--- src/rtl/nec_ir_rx_pkg.sv ---
// nec_ir_rx_pkg: shared FSM states, nominal NEC widths (us) and the
// tolerance-window helpers used by the receiver.
package nec_ir_rx_pkg;

  typedef enum logic [2:0] {
    IDLE,
    LEAD_LO,
    LEAD_HI,
    BIT_LO,
    BIT_HI,
    STOP,
    RPT_STOP
  } state_t;

  localparam int LEAD_LO_US = 9000;
  localparam int LEAD_HI_US = 4500;
  localparam int RPT_HI_US  = 2250;
  localparam int ONE_US     = 1690;
  localparam int MARK_US    = 560;
  localparam int TIMEOUT_US = 16383;

  function automatic logic [13:0] win_lo(input int n, input int tol);
    return 14'(n * (100 - tol) / 100);
  endfunction

  function automatic logic [13:0] win_hi(input int n, input int tol);
    return 14'(n * (100 + tol) / 100);
  endfunction

  function automatic logic in_win(
    input logic [13:0] w,
    input logic [13:0] lo,
    input logic [13:0] hi
  );
    return (w >= lo) && (w <= hi);
  endfunction

endpackage

--- src/rtl/ir_pulse_timer.sv ---
// ir_pulse_timer: synchroniser, deglitch filter, edge detect and a
// saturating microsecond width counter cleared on every filtered edge.
// Ports: clk, rst_n (sync, active low), ir (async pin) ->
//   rise/fall (1-clk, filtered), width_us (us since last filtered edge).
module ir_pulse_timer
  import nec_ir_rx_pkg::*;
#(
  parameter int CLK_HZ   = 48_000_000,
  parameter int DEGLITCH = 8
) (
  input  logic        clk,
  input  logic        rst_n,
  input  logic        ir,
  output logic        rise,
  output logic        fall,
  output logic [13:0] width_us
);

  // Below 1 MHz the counter advances several us per clock instead.
  localparam int DIV  = (CLK_HZ >= 1_000_000) ? CLK_HZ / 1_000_000 : 1;
  localparam int STEP = (CLK_HZ >= 1_000_000) ? 1 : 1_000_000 / CLK_HZ;
  localparam int DW   = (DEGLITCH > 1) ? $clog2(DEGLITCH) : 1;
  localparam int PW   = (DIV > 1) ? $clog2(DIV) : 1;

  logic          s1;
  logic          s2;
  logic          filt;
  logic          filt_d;
  logic [DW-1:0] dg_cnt;
  logic [PW-1:0] pre;
  logic          tick;
  logic [14:0]   nxt;

  assign rise = filt & ~filt_d;
  assign fall = ~filt & filt_d;
  assign tick = (pre == PW'(DIV - 1));
  assign nxt  = {1'b0, width_us} + 15'(STEP);

  always_ff @(posedge clk) begin
    if (!rst_n) begin
      s1       <= 1'b1;
      s2       <= 1'b1;
      filt     <= 1'b1;
      filt_d   <= 1'b1;
      dg_cnt   <= '0;
      pre      <= '0;
      width_us <= '0;
    end else begin
      s1     <= ir;
      s2     <= s1;
      filt_d <= filt;
      if (s2 == filt) begin
        dg_cnt <= '0;
      end else if (dg_cnt == DW'(DEGLITCH - 1)) begin
        filt   <= s2;
        dg_cnt <= '0;
      end else begin
        dg_cnt <= dg_cnt + 1'b1;
      end
      if (rise || fall) begin
        pre      <= '0;
        width_us <= '0;
      end else begin
        pre <= tick ? '0 : pre + 1'b1;
        if (tick) begin
          width_us <= (nxt > 15'(TIMEOUT_US)) ? 14'(TIMEOUT_US)
                                              : nxt[13:0];
        end
      end
    end
  end

endmodule

--- src/rtl/nec_ir_rx.sv ---
// nec_ir_rx: NEC IR frame receiver on the system clock.
// Ports: clk, rst_n (sync, active low), ir (async, active low) ->
//   code/addr of last good frame, valid/rpt/err pulses, rpt_cnt, busy.
module nec_ir_rx
  import nec_ir_rx_pkg::*;
#(
  parameter int CLK_HZ    = 48_000_000,
  parameter int TOL_PCT   = 25,
  parameter int DEGLITCH  = 8,
  parameter bit CHECK_INV = 1'b1,
  parameter bit REPEAT_EN = 1'b1
) (
  input  logic        clk,
  input  logic        rst_n,
  input  logic        ir,
  output logic [7:0]  code,
  output logic [15:0] addr,
  output logic        valid,
  output logic        rpt,
  output logic [7:0]  rpt_cnt,
  output logic        err,
  output logic        busy
);

  localparam logic [13:0] L9_LO = win_lo(LEAD_LO_US, TOL_PCT);
  localparam logic [13:0] L9_HI = win_hi(LEAD_LO_US, TOL_PCT);
  localparam logic [13:0] L4_LO = win_lo(LEAD_HI_US, TOL_PCT);
  localparam logic [13:0] L4_HI = win_hi(LEAD_HI_US, TOL_PCT);
  localparam logic [13:0] R2_LO = win_lo(RPT_HI_US, TOL_PCT);
  localparam logic [13:0] R2_HI = win_hi(RPT_HI_US, TOL_PCT);
  localparam logic [13:0] B1_LO = win_lo(ONE_US, TOL_PCT);
  localparam logic [13:0] B1_HI = win_hi(ONE_US, TOL_PCT);
  localparam logic [13:0] MK_LO = win_lo(MARK_US, TOL_PCT);
  localparam logic [13:0] MK_HI = win_hi(MARK_US, TOL_PCT);

  logic        rise;
  logic        fall;
  logic [13:0] width_us;
  state_t      state;
  logic [31:0] sr;
  logic [4:0]  idx;
  logic        have_frame;
  logic        w9000;
  logic        w4500;
  logic        w2250;
  logic        w1690;
  logic        w560;
  logic        tmo;
  logic        inv_ok;

  ir_pulse_timer #(
    .CLK_HZ  (CLK_HZ),
    .DEGLITCH(DEGLITCH)
  ) u_timer (
    .clk     (clk),
    .rst_n   (rst_n),
    .ir      (ir),
    .rise    (rise),
    .fall    (fall),
    .width_us(width_us)
  );

  assign w9000  = in_win(width_us, L9_LO, L9_HI);
  assign w4500  = in_win(width_us, L4_LO, L4_HI);
  assign w2250  = in_win(width_us, R2_LO, R2_HI);
  assign w1690  = in_win(width_us, B1_LO, B1_HI);
  assign w560   = in_win(width_us, MK_LO, MK_HI);
  assign tmo    = (width_us == 14'(TIMEOUT_US));
  assign inv_ok = !CHECK_INV || (sr[23:16] == ~sr[31:24]);
  assign busy   = (state != IDLE);

  always_ff @(posedge clk) begin
    if (!rst_n) begin
      state      <= IDLE;
      sr         <= '0;
      idx        <= '0;
      have_frame <= 1'b0;
      code       <= '0;
      addr       <= '0;
      valid      <= 1'b0;
      rpt        <= 1'b0;
      rpt_cnt    <= '0;
      err        <= 1'b0;
    end else begin
      valid <= 1'b0;
      rpt   <= 1'b0;
      err   <= 1'b0;
      unique case (state)
        IDLE: begin
          if (fall) state <= LEAD_LO;
        end
        LEAD_LO: begin
          if (rise) begin
            if (w9000) state <= LEAD_HI;
            else begin err <= 1'b1; state <= IDLE; end
          end
        end
        LEAD_HI: begin
          if (fall) begin
            if (w4500) begin
              idx   <= '0;
              state <= BIT_LO;
            end else if (w2250 && REPEAT_EN) begin
              // Repeat without a prior frame is dropped quietly.
              state <= have_frame ? RPT_STOP : IDLE;
            end else begin
              err   <= 1'b1;
              state <= IDLE;
            end
          end
        end
        BIT_LO: begin
          if (rise) begin
            if (w560) state <= BIT_HI;
            else begin err <= 1'b1; state <= IDLE; end
          end
        end
        BIT_HI: begin
          if (fall) begin
            if (w560 || w1690) begin
              sr <= {w1690, sr[31:1]};
              if (idx == 5'd31) state <= STOP;
              else begin
                idx   <= idx + 5'd1;
                state <= BIT_LO;
              end
            end else begin
              err   <= 1'b1;
              state <= IDLE;
            end
          end
        end
        STOP: begin
          if (rise) begin
            state <= IDLE;
            if (w560 && inv_ok) begin
              code       <= sr[23:16];
              addr       <= sr[15:0];
              valid      <= 1'b1;
              rpt_cnt    <= '0;
              have_frame <= 1'b1;
            end else begin
              err <= 1'b1;
            end
          end
        end
        RPT_STOP: begin
          if (rise) begin
            state <= IDLE;
            if (w560) begin
              rpt <= 1'b1;
              if (rpt_cnt != 8'hFF) rpt_cnt <= rpt_cnt + 8'd1;
            end else begin
              err <= 1'b1;
            end
          end
        end
        default: state <= IDLE;
      endcase
      // Edge-free states only reach here; covers stuck-low and lost stop.
      if (state != IDLE && !rise && !fall && tmo) begin
        err   <= 1'b1;
        state <= IDLE;
      end
    end
  end

endmodule

--- config.mk ---
export PLATFORM = sky130hd
export DESIGN_NAME = nec_ir_rx
export DESIGN_NICKNAME = d
export VERILOG_FILES = /design/src/rtl/nec_ir_rx_pkg.sv /design/src/rtl/ir_pulse_timer.sv /design/src/rtl/nec_ir_rx.sv
export SDC_FILE = /design/constraint.sdc
export NUM_CORES = 1
export LEC_CHECK = 0
export ABC_AREA = 1
export BUFFER_PORTS_ARGS = -buffer_cell sky130_fd_sc_hd__clkbuf_2
export CAP_MARGIN = 10
export CORE_MARGIN = 3
export CORE_UTILIZATION = 57
export CTS_BUF_LIST = sky130_fd_sc_hd__clkbuf_4 sky130_fd_sc_hd__clkbuf_8
export DETAILED_ROUTE_END_ITERATION = 10
export GPL_TIMING_DRIVEN = 0
export PLACE_DENSITY = 0.79
export SLEW_MARGIN = 20
export SYNTH_ARGS = -nofsm -noshare
export SYNTH_HDL_FRONTEND = slang
export SYNTH_HIERARCHICAL = 1
export SYNTH_SLANG_ARGS = --single-unit
--- constraint.sdc ---
create_clock -name clk -period 1.7 [get_ports clk]
set_input_delay 0.425 -clock clk [delete_from_list [all_inputs] [get_ports clk]]
set_output_delay 0.425 -clock clk [all_outputs]
set_load 0.05 [all_outputs]
==> results of run 1 <==
## sequential cells by signal, summed over array words and instances (netlist names)
register,flops
u_timer/s2,1
valid,1
idx,5
u_timer/dg_cnt,3
u_timer/filt,1
u_timer/pre,6
state,3
rpt,1
code,8
err,1
u_timer/width_us,14
addr,16
rpt_cnt,8
u_timer/filt_d,1
have_frame,1
u_timer/s1,1
sr,32
## cell families after synthesis
family / Yosys count / share of synthesized area, %
DFF: 103 / 35.75
buffers and inverters: 176 / 12.39
and+or+nand+nor: 448 / 35.42
AOI/OAI and AO/OA: 146 / 13.51
xor gates and xnor gates: 5 / 0.7592
adders and majority gates: 10 / 2.169
## synthesized netlist by cell type, types with 5 or more instances
cell	count	share of area, %
sky130_fd_sc_hd__nand3_2	12	2.1
sky130_fd_sc_hd__clkbuf_1	11	0.72
sky130_fd_sc_hd__inv_1	139	9.0
sky130_fd_sc_hd__nor2_1	91	5.9
sky130_fd_sc_hd__nor2_4	5	0.98
sky130_fd_sc_hd__dfxtp_1	103	36
sky130_fd_sc_hd__nand2_2	15	1.6
sky130_fd_sc_hd__a21oi_1	78	6.8
sky130_fd_sc_hd__nand2_1	220	14
sky130_fd_sc_hd__nand3_1	59	5.1
sky130_fd_sc_hd__xor2_1	5	0.76
sky130_fd_sc_hd__buf_2	5	0.43
sky130_fd_sc_hd__o21ai_0	50	4.3
sky130_fd_sc_hd__ha_1	10	2.2
sky130_fd_sc_hd__a21oi_2	9	1.4
sky130_fd_sc_hd__inv_2	11	0.72
sky130_fd_sc_hd__nor3_1	13	1.1
sky130_fd_sc_hd__nand4_1	15	1.6
sky130_fd_sc_hd__nor2_2	6	0.65
## per-stage QoR
| step | std cells | setup slack [ns] | cell area, sq um |
|---|---|---|---|
| after CTS | 1089 | -0.1562 | 6588 |
| after global placement | 1059 | -0.5692 | 6141 |
| final | 1120 | -0.1852 | 7343 |
| after global routing | 1120 | -0.2581 | 7343 |
| after floorplan | 888 | 0.005672 | 5784 |
| after detailed placement | 1059 | -0.5768 | 6141 |
## cell type report
cell class,count,area [sq um]
Clock buffer,9,123.9
Buffer,24,209.0
Clock inverter,7,66.31
Timing Repair Buffer,83,591.8
Tap cell,133,166.4
Fill cell,778,2476
Multi-Input combinational cell,610,3465
Sequential cell,103,2132
Inverter,151,589.3
## power groups by stage
stage / clock network, mW / logic, mW / registers, mW
after floorplan: 0 / 0.0602 / 2.48
after global placement: 0 / 0.0870 / 2.48
after detailed placement: 0 / 0.0882 / 2.48
after CTS: 1.49 / 0.0896 / 2.41
after global routing: 1.58 / 0.120 / 2.40
final: 1.46 / 0.108 / 2.40
## metal layers
metal,global-route usage [%],routed length (microns),vias up
li1,-,-,3010
met4,8.584,243,0
met2,39.43,7199,209
met1,34.13,6782,2732
met5,0,0,-
met3,3.853,956,32
## tightest hold or removal path: cells and delay by family
kind                   cells  cell delay (ns)
buffers and inverters      2             0.13
and+or+nand+nor            1             0.05
## worst max path at each step
stage	depth (start not counted)	from	slack, ns	to
4_1_cts	12	u_timer/width_us[5]	-0.16	code[5]
5_1_grt	14	u_timer/width_us[0]	-0.26	u_timer/width_us[11]
6_report	14	u_timer/width_us[0]	-0.19	u_timer/width_us[6]
3_3_place_gp	11	u_timer/width_us[9]	-0.57	code[0]
3_5_place_dp	11	u_timer/width_us[9]	-0.58	code[0]
2_1_floorplan	12	rpt_cnt[4]	0.006	rpt_cnt[7]
## what timing repair did
action	in CTS	in global routing
setup endpoints to repair	88	91
setup buffers	10	30
hold buffers	0	0
pin swaps	10	35
gates resized for setup	58	181
gates cloned	4	2
==> metrics.md, run 1 <==
| Metric | Value |
|---|---|
| Setup TNS | `-8.143 ns` |
| Fraction of power consumed by sequential logic | `60.5%` |
| Worst reg2reg path startpoint | `u_timer/width_us[0]` |
| Maximum vdd drop | `607.7 uV` |
| Critical path data arrival time | `2.20 ns` |
| Clock-pin slew on the worst setup and hold paths | `0.10 ns` |
| Design internal power | `2.987 mW` |
| Initial antenna violation count | `0` |
| Cell at the root of the clock tree | `sky130_fd_sc_hd__clkbuf_8` |
| Max Root-Sink Buffers | `2` |
| Layout cells sized above 1 | `31.31%` |
| Initial Util | `58.74%` |
| Total Power Consumption | `3.967 mW` |
| Antenna fix cells | `0` |
| # port buffers | `38` |
| Clock latency of the later-clocked register in the worst-skew pair | `0.37 ns` |
| Worst hold stages | `3` |
| P_leak | `3.120 nW` |
| Clock tree from TritonCTS | `done` |
| Max transition margin | `54.80%` |
| Area of the die | `0.01136 sq mm` |
| Gate count after technology mapping | `888` |
| P_sw | `980.4 uW` |
| Number of buffer and inverter stages on the critical path | `3` |
| IO Pins | `39` |
| Nets | `995` |
| Cell Chain, Critical Path | `inv_1 -> ha_4 -> nor2_2 -> nand3_1 -> nor2_1 -> nand2_1 -> nor2_2 -> nand2_1 -> nor2_2 -> nand2_2 -> clkbuf_16 -> nand3_2 -> nand2_1 -> inv_1` |
| Number of nets with antenna violations after routing | `0` |
| Failing checks | `setup timing` |
| Result of the run | `complete, but fails checks` |
| HPWL after DPL | `9612 microns` |
| Overall die width | `106.6 microns` |
| Final core utilization | `74.78%` |
| Switching part of the total | `24.71%` |
| Delay-heaviest family, CP | `simple AND/OR/NAND/NOR gates` |
| Worst path required time | `2.01 ns` |
| Maximum number of pins on one net before global-route repair | `20` |
| Destination of the worst hold path | `u_timer/s1` |
| Area delta synth->final | `27.31%` |
| Sink count of the clock tree | `103` |
| Actual slew at the worst max-slew pin | `0.6779 ns` |
| Tmin final | `1.885 ns` |
| Inserted Clock Buffers | `9` |
| Number of warnings reported in the yosys synthesis log | `6` |
| Share of synthesized registers carrying an async set or reset | `0%` |
| Congestion Overflow GR | `0` |
| Synthesized area divided by synthesized cell count | `6.496 sq um` |
| Global-route total usage across every layer | `24.72%` |
| Number of global-route vias before repair | `5362` |
| Detailed-router iteration count before antenna repair | `5` |
| Sequential-to-total area share from yosys stat | `35.75%` |
| Routed via count | `5983` |
| Setup slack of the critical path after layout | `-0.1852 ns` |
| Type of the most critical hold path | `input port to register` |
| Worst Setup Start Kind | `register` |
| Combinational fraction of design power | `2.7%` |
| Synthesized cell area | `0.005768 sq mm` |
| Most common cell after layout, fill and taps aside | `sky130_fd_sc_hd__nand2_1` |
| Wirelength per Cell | `13.56 microns` |
| Maximum Capacitance Violations | `0` |
| Category of the worst setup path capture point | `register` |
| Highest clock rate | `530.5 MHz` |
| Syn Nets | `901` |
| Max-slew violations | `0` |
| Placeable core region | `0.009819 sq mm` |
| Final setup skew | `0.01512 ns` |
| Reg-to-reg slack, setup | `-0.19 ns` |
| Unrepaired setup endpoints after global routing | `yes` |
| Flip-flop cell with the highest count after synthesis | `sky130_fd_sc_hd__dfxtp_1` |
| Ratio of final minimum period to clock period | `110.9%` |
| Critical path's largest stage delay | `0.37 ns` |
| Clock share of power | `36.8%` |
| Worst-path fanout max | `5` |
| DR vias/cell | `5.342` |
| Final hold slack | `0.2544 ns` |
| DRT Wirelength | `15180 microns` |
| EDFF count, synth | `0` |
| Source of the worst hold timing path | `ir` |
| PD cells | `540.3 mW/mm^2` |
| Vertical die dimension | `106.6 microns` |
| Final count of negative-setup-slack endpoints | `78` |
| Level count of the clock H-tree | `3` |
| Placer Congestion | `0.9414` |
| Placement Rows | `36` |
| Drt first-iter violations | `425` |
| Final-report hold violation count | `0` |
| First-pass GRT wire length | `23550 microns` |
| Number of cells on the worst reg-to-reg path | `14` |
| Leading cell types in the layout, fill and taps excluded | `sky130_fd_sc_hd__nand2_1 (198), sky130_fd_sc_hd__inv_1 (129), sky130_fd_sc_hd__dfxtp_1 (79)` |
| WS Path Type | `register to register` |
| Max stage delay cell, worst path | `sky130_fd_sc_hd__dfxtp_4` |
| Number of distinct library cell variants in the gate-level netlist after synthesis | `36` |
| Number of synthesized register bits | `103` |
| End of the worst register-to-register path | `u_timer/width_us[6]` |
| Residual DRC | `0` |
Power figures use the tool's default switching activity.
==> run 2, diff against run 1 <==
- REMOVE_ABC_BUFFERS: not set -> 1
==> run 2 against run 1 <==
Against the previous run:
- the run still ends with setup timing left
- maximum frequency down 0.55%
- final cell count up 0.63%
- clock-buffer cell count unchanged
- critical endpoint is now sr[3]
- largest power group unchanged
==> metrics.md, run 2 (synthesis gave the netlist of run 1 again) <==
| Metric | Value |
|---|---|
| Result of the run | `complete, but fails checks` |
| Failing checks | `setup timing` |
| First-pass GRT wire length | `26080 microns` |
| Drt first-iter violations | `767` |
| Number of global-route vias before repair | `5741` |
| Sink count of the clock tree | `103` |
| Register name with the most flops | `sr` |
| Critical path data arrival time | `2.20 ns` |
| Cell at the root of the clock tree | `sky130_fd_sc_hd__clkbuf_8` |
| Area delta synth->final | `31.28%` |
| Antenna fix cells | `0` |
| Max transition margin | `35.58%` |
| WS Path Type | `register to register` |
| P_leak | `3.183 nW` |
| Most common cell after layout, fill and taps aside | `sky130_fd_sc_hd__nand2_1` |
| Max-slew violations | `0` |
| Overall die width | `106.6 microns` |
| Worst Setup Start Kind | `register` |
| Unrepaired setup endpoints after global routing | `yes` |
| Worst hold stages | `3` |
| IO Pins | `39` |
| Congestion Overflow GR | `0` |
| Final setup skew | `0.02460 ns` |
| Flip-flop count of the largest register after layout | `32` |
| Worst-path fanout max | `9` |
| Clock tree from TritonCTS | `done` |
| Top flop regs | `sr x32, addr x16, u_timer/width_us x14` |
| DRT Wirelength | `18190 microns` |
| Area of the die | `0.01136 sq mm` |
| HPWL after DPL | `8357 microns` |
| Setup TNS | `-10.17 ns` |
| Initial Util | `58.74%` |
| Inserted Clock Buffers | `9` |
| Level count of the clock H-tree | `3` |
| Layout cells sized above 1 | `30.99%` |
| Clock latency of the later-clocked register in the worst-skew pair | `0.38 ns` |
| Detailed-router iteration count before antenna repair | `6` |
| Placer Congestion | `0.9182` |
| Vertical die dimension | `106.6 microns` |
| Initial antenna violation count | `0` |
| # port buffers | `38` |
| Max Root-Sink Buffers | `2` |
| Total Power Consumption | `3.977 mW` |
| Leading cell types in the layout, fill and taps excluded | `sky130_fd_sc_hd__nand2_1 (194), sky130_fd_sc_hd__inv_1 (129), sky130_fd_sc_hd__dfxtp_1 (80)` |
| Actual slew at the worst max-slew pin | `0.9652 ns` |
| Maximum number of pins on one net before global-route repair | `57` |
| Setup slack of the critical path after layout | `-0.1957 ns` |
| Maximum vdd drop | `467.2 uV` |
| Wirelength per Cell | `16.14 microns` |
| Type of the most critical hold path | `input port to register` |
| Count of hold-fix buffers inserted at cts | `0` |
| PD cells | `525.3 mW/mm^2` |
| Final-report hold violation count | `0` |
| Placeable core region | `0.009819 sq mm` |
| Clock-pin slew on the worst setup and hold paths | `0.12 ns` |
| DR vias/cell | `5.840` |
| Number of nets with antenna violations after routing | `0` |
| Residual DRC | `0` |
| Routed via count | `6582` |
| Worst path required time | `2.00 ns` |
| Highest clock rate | `527.5 MHz` |
| Number of cells on the worst reg-to-reg path | `13` |
| Category of the worst setup path capture point | `register` |
| Global-route total usage across every layer | `27.76%` |
| Maximum Capacitance Violations | `0` |
| Nets | `1003` |
| Final count of negative-setup-slack endpoints | `84` |
| Placement Rows | `36` |
| Tmin final | `1.896 ns` |
| Ratio of final minimum period to clock period | `111.5%` |
## run 2: final timing paths
check	start	end	slack, ns
worst max-delay path	u_timer/width_us[7]	sr[3]	-0.20
worst min-delay path	ir	u_timer/s1	0.22
worst max register to register	u_timer/width_us[7]	sr[3]	-0.20
worst min register to register	u_timer/s1	u_timer/s2	0.41
## run 2: layout make-up
| cell class | count | area, sq um |
|---|---|---|
| Fill cell | 653 | 2247 |
| Sequential cell | 103 | 2126 |
| Timing Repair inverter | 5 | 48.80 |
| Multi-Input combinational cell | 621 | 3689 |
| Timing Repair Buffer | 99 | 752.0 |
| Tap cell | 133 | 166.4 |
| Inverter | 151 | 613.1 |
| Clock inverter | 6 | 53.80 |
| Clock buffer | 9 | 123.9 |
## run 2: report_power, final
part	leakage (nW)	internal [mW]	switching, mW	total (mW)
Sequential	0.845	2.40	0.00769	2.41
Clock	0.0878	0.549	0.919	1.47
Combinational	2.25	0.0322	0.0713	0.103
Total	3.18	2.98	0.998	3.98
## run 2: through the flow
| stage | hold WS (ns) | area (sq um) | util [%] | std cells | setup WS, ns |
|---|---|---|---|---|---|
| final | 0.2218 | 7572 | 77.12 | 1127 | -0.1957 |
| after global routing | 0.2235 | 7572 | 77.12 | 1127 | -0.3181 |
| after CTS | 0.2149 | 7028 | 71.57 | 1101 | -0.05262 |
| after detailed placement | 0.3930 | 5979 | 60.89 | 1034 | -1.074 |
| after global placement | 0.3838 | 5979 | 60.89 | 1034 | -1.065 |
| after floorplan | 0.3795 | 5623 | - | 863 | -0.3912 |
## run 2: what timing repair did
| item | in CTS | in global routing |
|---|---|---|
| resized for setup | 144 | 92 |
| setup buffers | 37 | 23 |
| pin swaps | 27 | 37 |
| cloned | 15 | 3 |
| endpoints found under the setup margin | 97 | 95 |
## run 2: worst max-delay path, cell delays in order (launching register included)
cell                      delay [ns]
sky130_fd_sc_hd__dfxtp_4        0.40
sky130_fd_sc_hd__buf_6          0.14
sky130_fd_sc_hd__nor2_2         0.09
sky130_fd_sc_hd__nand2_1        0.05
sky130_fd_sc_hd__nor2_1         0.10
sky130_fd_sc_hd__nand3_1        0.11
sky130_fd_sc_hd__nand2_1        0.10
sky130_fd_sc_hd__nand2_2        0.11
sky130_fd_sc_hd__nand2_8        0.14
sky130_fd_sc_hd__nand3_4        0.13
sky130_fd_sc_hd__buf_12         0.19
sky130_fd_sc_hd__inv_8          0.07
sky130_fd_sc_hd__nand2_1        0.06
sky130_fd_sc_hd__a21oi_1        0.15
## run 2: routing by layer
layer  up-vias  global-route usage, %  wire length (microns)
met5         -                      0                      0
met4         0                  9.498                    596
met3        86                  6.081                   1803
met2       406                  46.27                   8742
met1      3034                  35.61                   7048
li1       3056                      -                      -
==> run 3, diff against run 2 <==
- CORE_UTILIZATION: 57 -> 55
- CTS_BUF_LIST: sky130_fd_sc_hd__clkbuf_4 sky130_fd_sc_hd__clkbuf_8 -> not set
- PLACE_DENSITY: 0.79 -> 0.76
==> run 3 against run 2 <==
Against the previous run:
- the run still ends with setup timing left
- register-to-register slack gained 0.06 ns
- maximum frequency grew 3.0%
- non-clock buffer count shrank 12
- setup slack gained 0.056 ns
- global-route usage shrank 0.92 points
- utilization shrank 2.1 points
- combinational power shrank 6%
- final area shrank 0.99%
- flip-flop and latch count is the same
- total power grew 0.33%
- die area grew 3.4%
- clock power is essentially flat
- highest routed layer unchanged
==> metrics.md, run 3 (synthesis gave the netlist of run 1 again) <==
| Metric | Value |
|---|---|
| Vertical die dimension | `108.4 microns` |
| Finished Layout Cells | `1117` |
| Critical path data arrival time | `2.12 ns` |
| Initial antenna violation count | `0` |
| Layout cells sized above 1 | `30.89%` |
| Worst hold stages | `3` |
| Highest clock rate | `543.4 MHz` |
| Worst-path fanout max | `7` |
| WS Path Type | `register to register` |
| Number of nets with antenna violations after routing | `0` |
| Final setup skew | `0.02147 ns` |
| Fill cell total of the finished layout | `726` |
| Maximum Capacitance Violations | `0` |
| Critical path depth in cells | `10` |
| Max-slew violations | `0` |
| Placement Rows | `36` |
| Total Power Consumption | `3.990 mW` |
| Worst Setup Start Kind | `register` |
| Residual DRC | `0` |
| Type of the most critical hold path | `input port to register` |
| DRT Wirelength | `16840 microns` |
| Setup TNS | `-3.410 ns` |
| Cell Chain, Critical Path | `nand2_1 -> inv_1 -> nand3_2 -> nand2_2 -> nand4_4 -> nand2_8 -> nand3_4 -> inv_8 -> nand2_1 -> a21oi_1` |
| Number of global-route vias before repair | `5424` |
| # port buffers | `38` |
| P_leak | `3.186 nW` |
| Delay-heaviest family, CP | `simple AND/OR/NAND/NOR gates` |
| Top flop regs | `sr x32, addr x16, u_timer/width_us x14` |
| Nets | `993` |
| Most common cell after layout, fill and taps aside | `sky130_fd_sc_hd__nand2_1` |
| Routed via count | `6262` |
| Tmin final | `1.840 ns` |
| Max transition margin | `33.68%` |
| Worst path required time | `1.98 ns` |
| Critical path's largest stage delay | `0.44 ns` |
| Detailed-router iteration count before antenna repair | `5` |
| IO Pins | `39` |
| DR vias/cell | `5.606` |
| Clock latency of the later-clocked register in the worst-skew pair | `0.38 ns` |
| Sink count of the clock tree | `103` |
| Category of the worst setup path capture point | `register` |
| Final hold slack | `0.2186 ns` |
| Max stage delay cell, worst path | `sky130_fd_sc_hd__dfxtp_4` |
| Congestion Overflow GR | `0` |
| Leading cell types in the layout, fill and taps excluded | `sky130_fd_sc_hd__nand2_1 (192), sky130_fd_sc_hd__inv_1 (128), sky130_fd_sc_hd__dfxtp_1 (84)` |
| Placeable core region | `0.01000 sq mm` |
| Result of the run | `complete, but fails checks` |
| Flip-flop count of the largest register after layout | `32` |
| Register name with the most flops | `sr` |
| Cell at the root of the clock tree | `sky130_fd_sc_hd__clkbuf_8` |
| Level count of the clock H-tree | `3` |
| Inserted Clock Buffers | `9` |
| Wirelength per Cell | `15.08 microns` |
| Final core utilization | `74.98%` |
| HPWL after DPL | `8553 microns` |
| Number of buffer and inverter stages on the critical path | `2` |
| Ratio of final minimum period to clock period | `108.2%` |
| PD cells | `532.3 mW/mm^2` |
| Max Root-Sink Buffers | `2` |
| Number of cells on the worst reg-to-reg path | `10` |
| Area of the die | `0.01175 sq mm` |
| Area delta synth->final | `29.98%` |
| Drt first-iter violations | `580` |
| Clock-pin slew on the worst setup and hold paths | `0.10 ns` |
| Actual slew at the worst max-slew pin | `0.9937 ns` |
| Failing checks | `setup timing` |
| Antenna fix cells | `0` |
| Cell type with the highest occurrence count on the critical path | `sky130_fd_sc_hd__nand2_1` |
| Initial Util | `57.68%` |
| Global-route total usage across every layer | `26.84%` |
| Overall die width | `108.4 microns` |
| Maximum number of pins on one net before global-route repair | `57` |
| Count of hold-fix buffers inserted at cts | `0` |
| Final-report hold violation count | `0` |
| Placer Congestion | `0.9369` |
| Maximum vdd drop | `553.9 uV` |
| First-pass GRT wire length | `25670 microns` |
| Number of instances in the placed design | `1034` |
| Final count of negative-setup-slack endpoints | `76` |
| Setup slack of the critical path after layout | `-0.1401 ns` |
| Clock tree from TritonCTS | `done` |
| Unrepaired setup endpoints after global routing | `yes` |
## run 3: cell types whose count changed in the layout (fill, tap and decap cells not counted), sizes merged
| cell | before | now |
|---|---|---|
| inv | 152 | 153 |
| buf | 58 | 50 |
| clkinv | 6 | 4 |
| nand2 | 238 | 239 |
| clkinvlp | 4 | 6 |
| clkbuf | 50 | 46 |
## run 3: worst register-to-register path: stages (launching register included)
cell and delay (ns):
sky130_fd_sc_hd__dfxtp_4 0.44, sky130_fd_sc_hd__nand2_1 0.09, sky130_fd_sc_hd__inv_1 0.08, sky130_fd_sc_hd__nand3_2 0.09
sky130_fd_sc_hd__nand2_2 0.09, sky130_fd_sc_hd__nand4_4 0.22, sky130_fd_sc_hd__nand2_8 0.21, sky130_fd_sc_hd__nand3_4 0.17
sky130_fd_sc_hd__inv_8 0.13, sky130_fd_sc_hd__nand2_1 0.07, sky130_fd_sc_hd__a21oi_1 0.16
## run 3: through the flow
| step | cell area [sq um] | setup WS, ns |
|---|---|---|
| after floorplan | 5623 | -0.3912 |
| after global placement | 5979 | -1.081 |
| after detailed placement | 5979 | -1.091 |
| after CTS | 6964 | -0.04933 |
| after global routing | 7497 | -0.2148 |
| final | 7497 | -0.1401 |
## run 3: worst paths after layout
path	start	to	slack, ns
setup / recovery	u_timer/width_us[8]	sr[3]	-0.14
hold / removal	ir	u_timer/s1	0.22
setup reg to reg	u_timer/width_us[8]	sr[3]	-0.14
hold reg to reg	u_timer/s1	u_timer/s2	0.41
## run 3: area by class of cell
class                      count  area (sq um)  share of cell area (%)
inverter                     151         616.8                   8.228
clock inverter                 6         55.05                  0.7343
sequential                   103          2126                   28.35
timing repair buffer          87         641.9                   8.561
timing repair inverter         6         48.80                  0.6509
tap                          133         166.4                   2.220
multi-input combinational    622          3719                   49.60
clock buffer                   9         123.9                   1.652
## run 3: per-layer routing
layer,GRT usage (%),wire (microns),up-vias
met3,4.299,1244,59
met2,42.14,7759,282
met5,0,0,-
li1,-,-,3047
met4,9.197,531,0
met1,37.47,7309,2874
## run 3: report_power, final
group	switching [mW]	internal, mW
Sequential	0.00523	2.39
Combinational	0.0676	0.0290
Clock	0.945	0.549
Total	1.02	2.97
## run 3: timing repair
item,4_1_cts,5_1_grt
cloned,17,2
endpoints found under the setup margin,97,96
buffers inserted,29,20
gates resized for setup,137,109
pin swaps,30,37
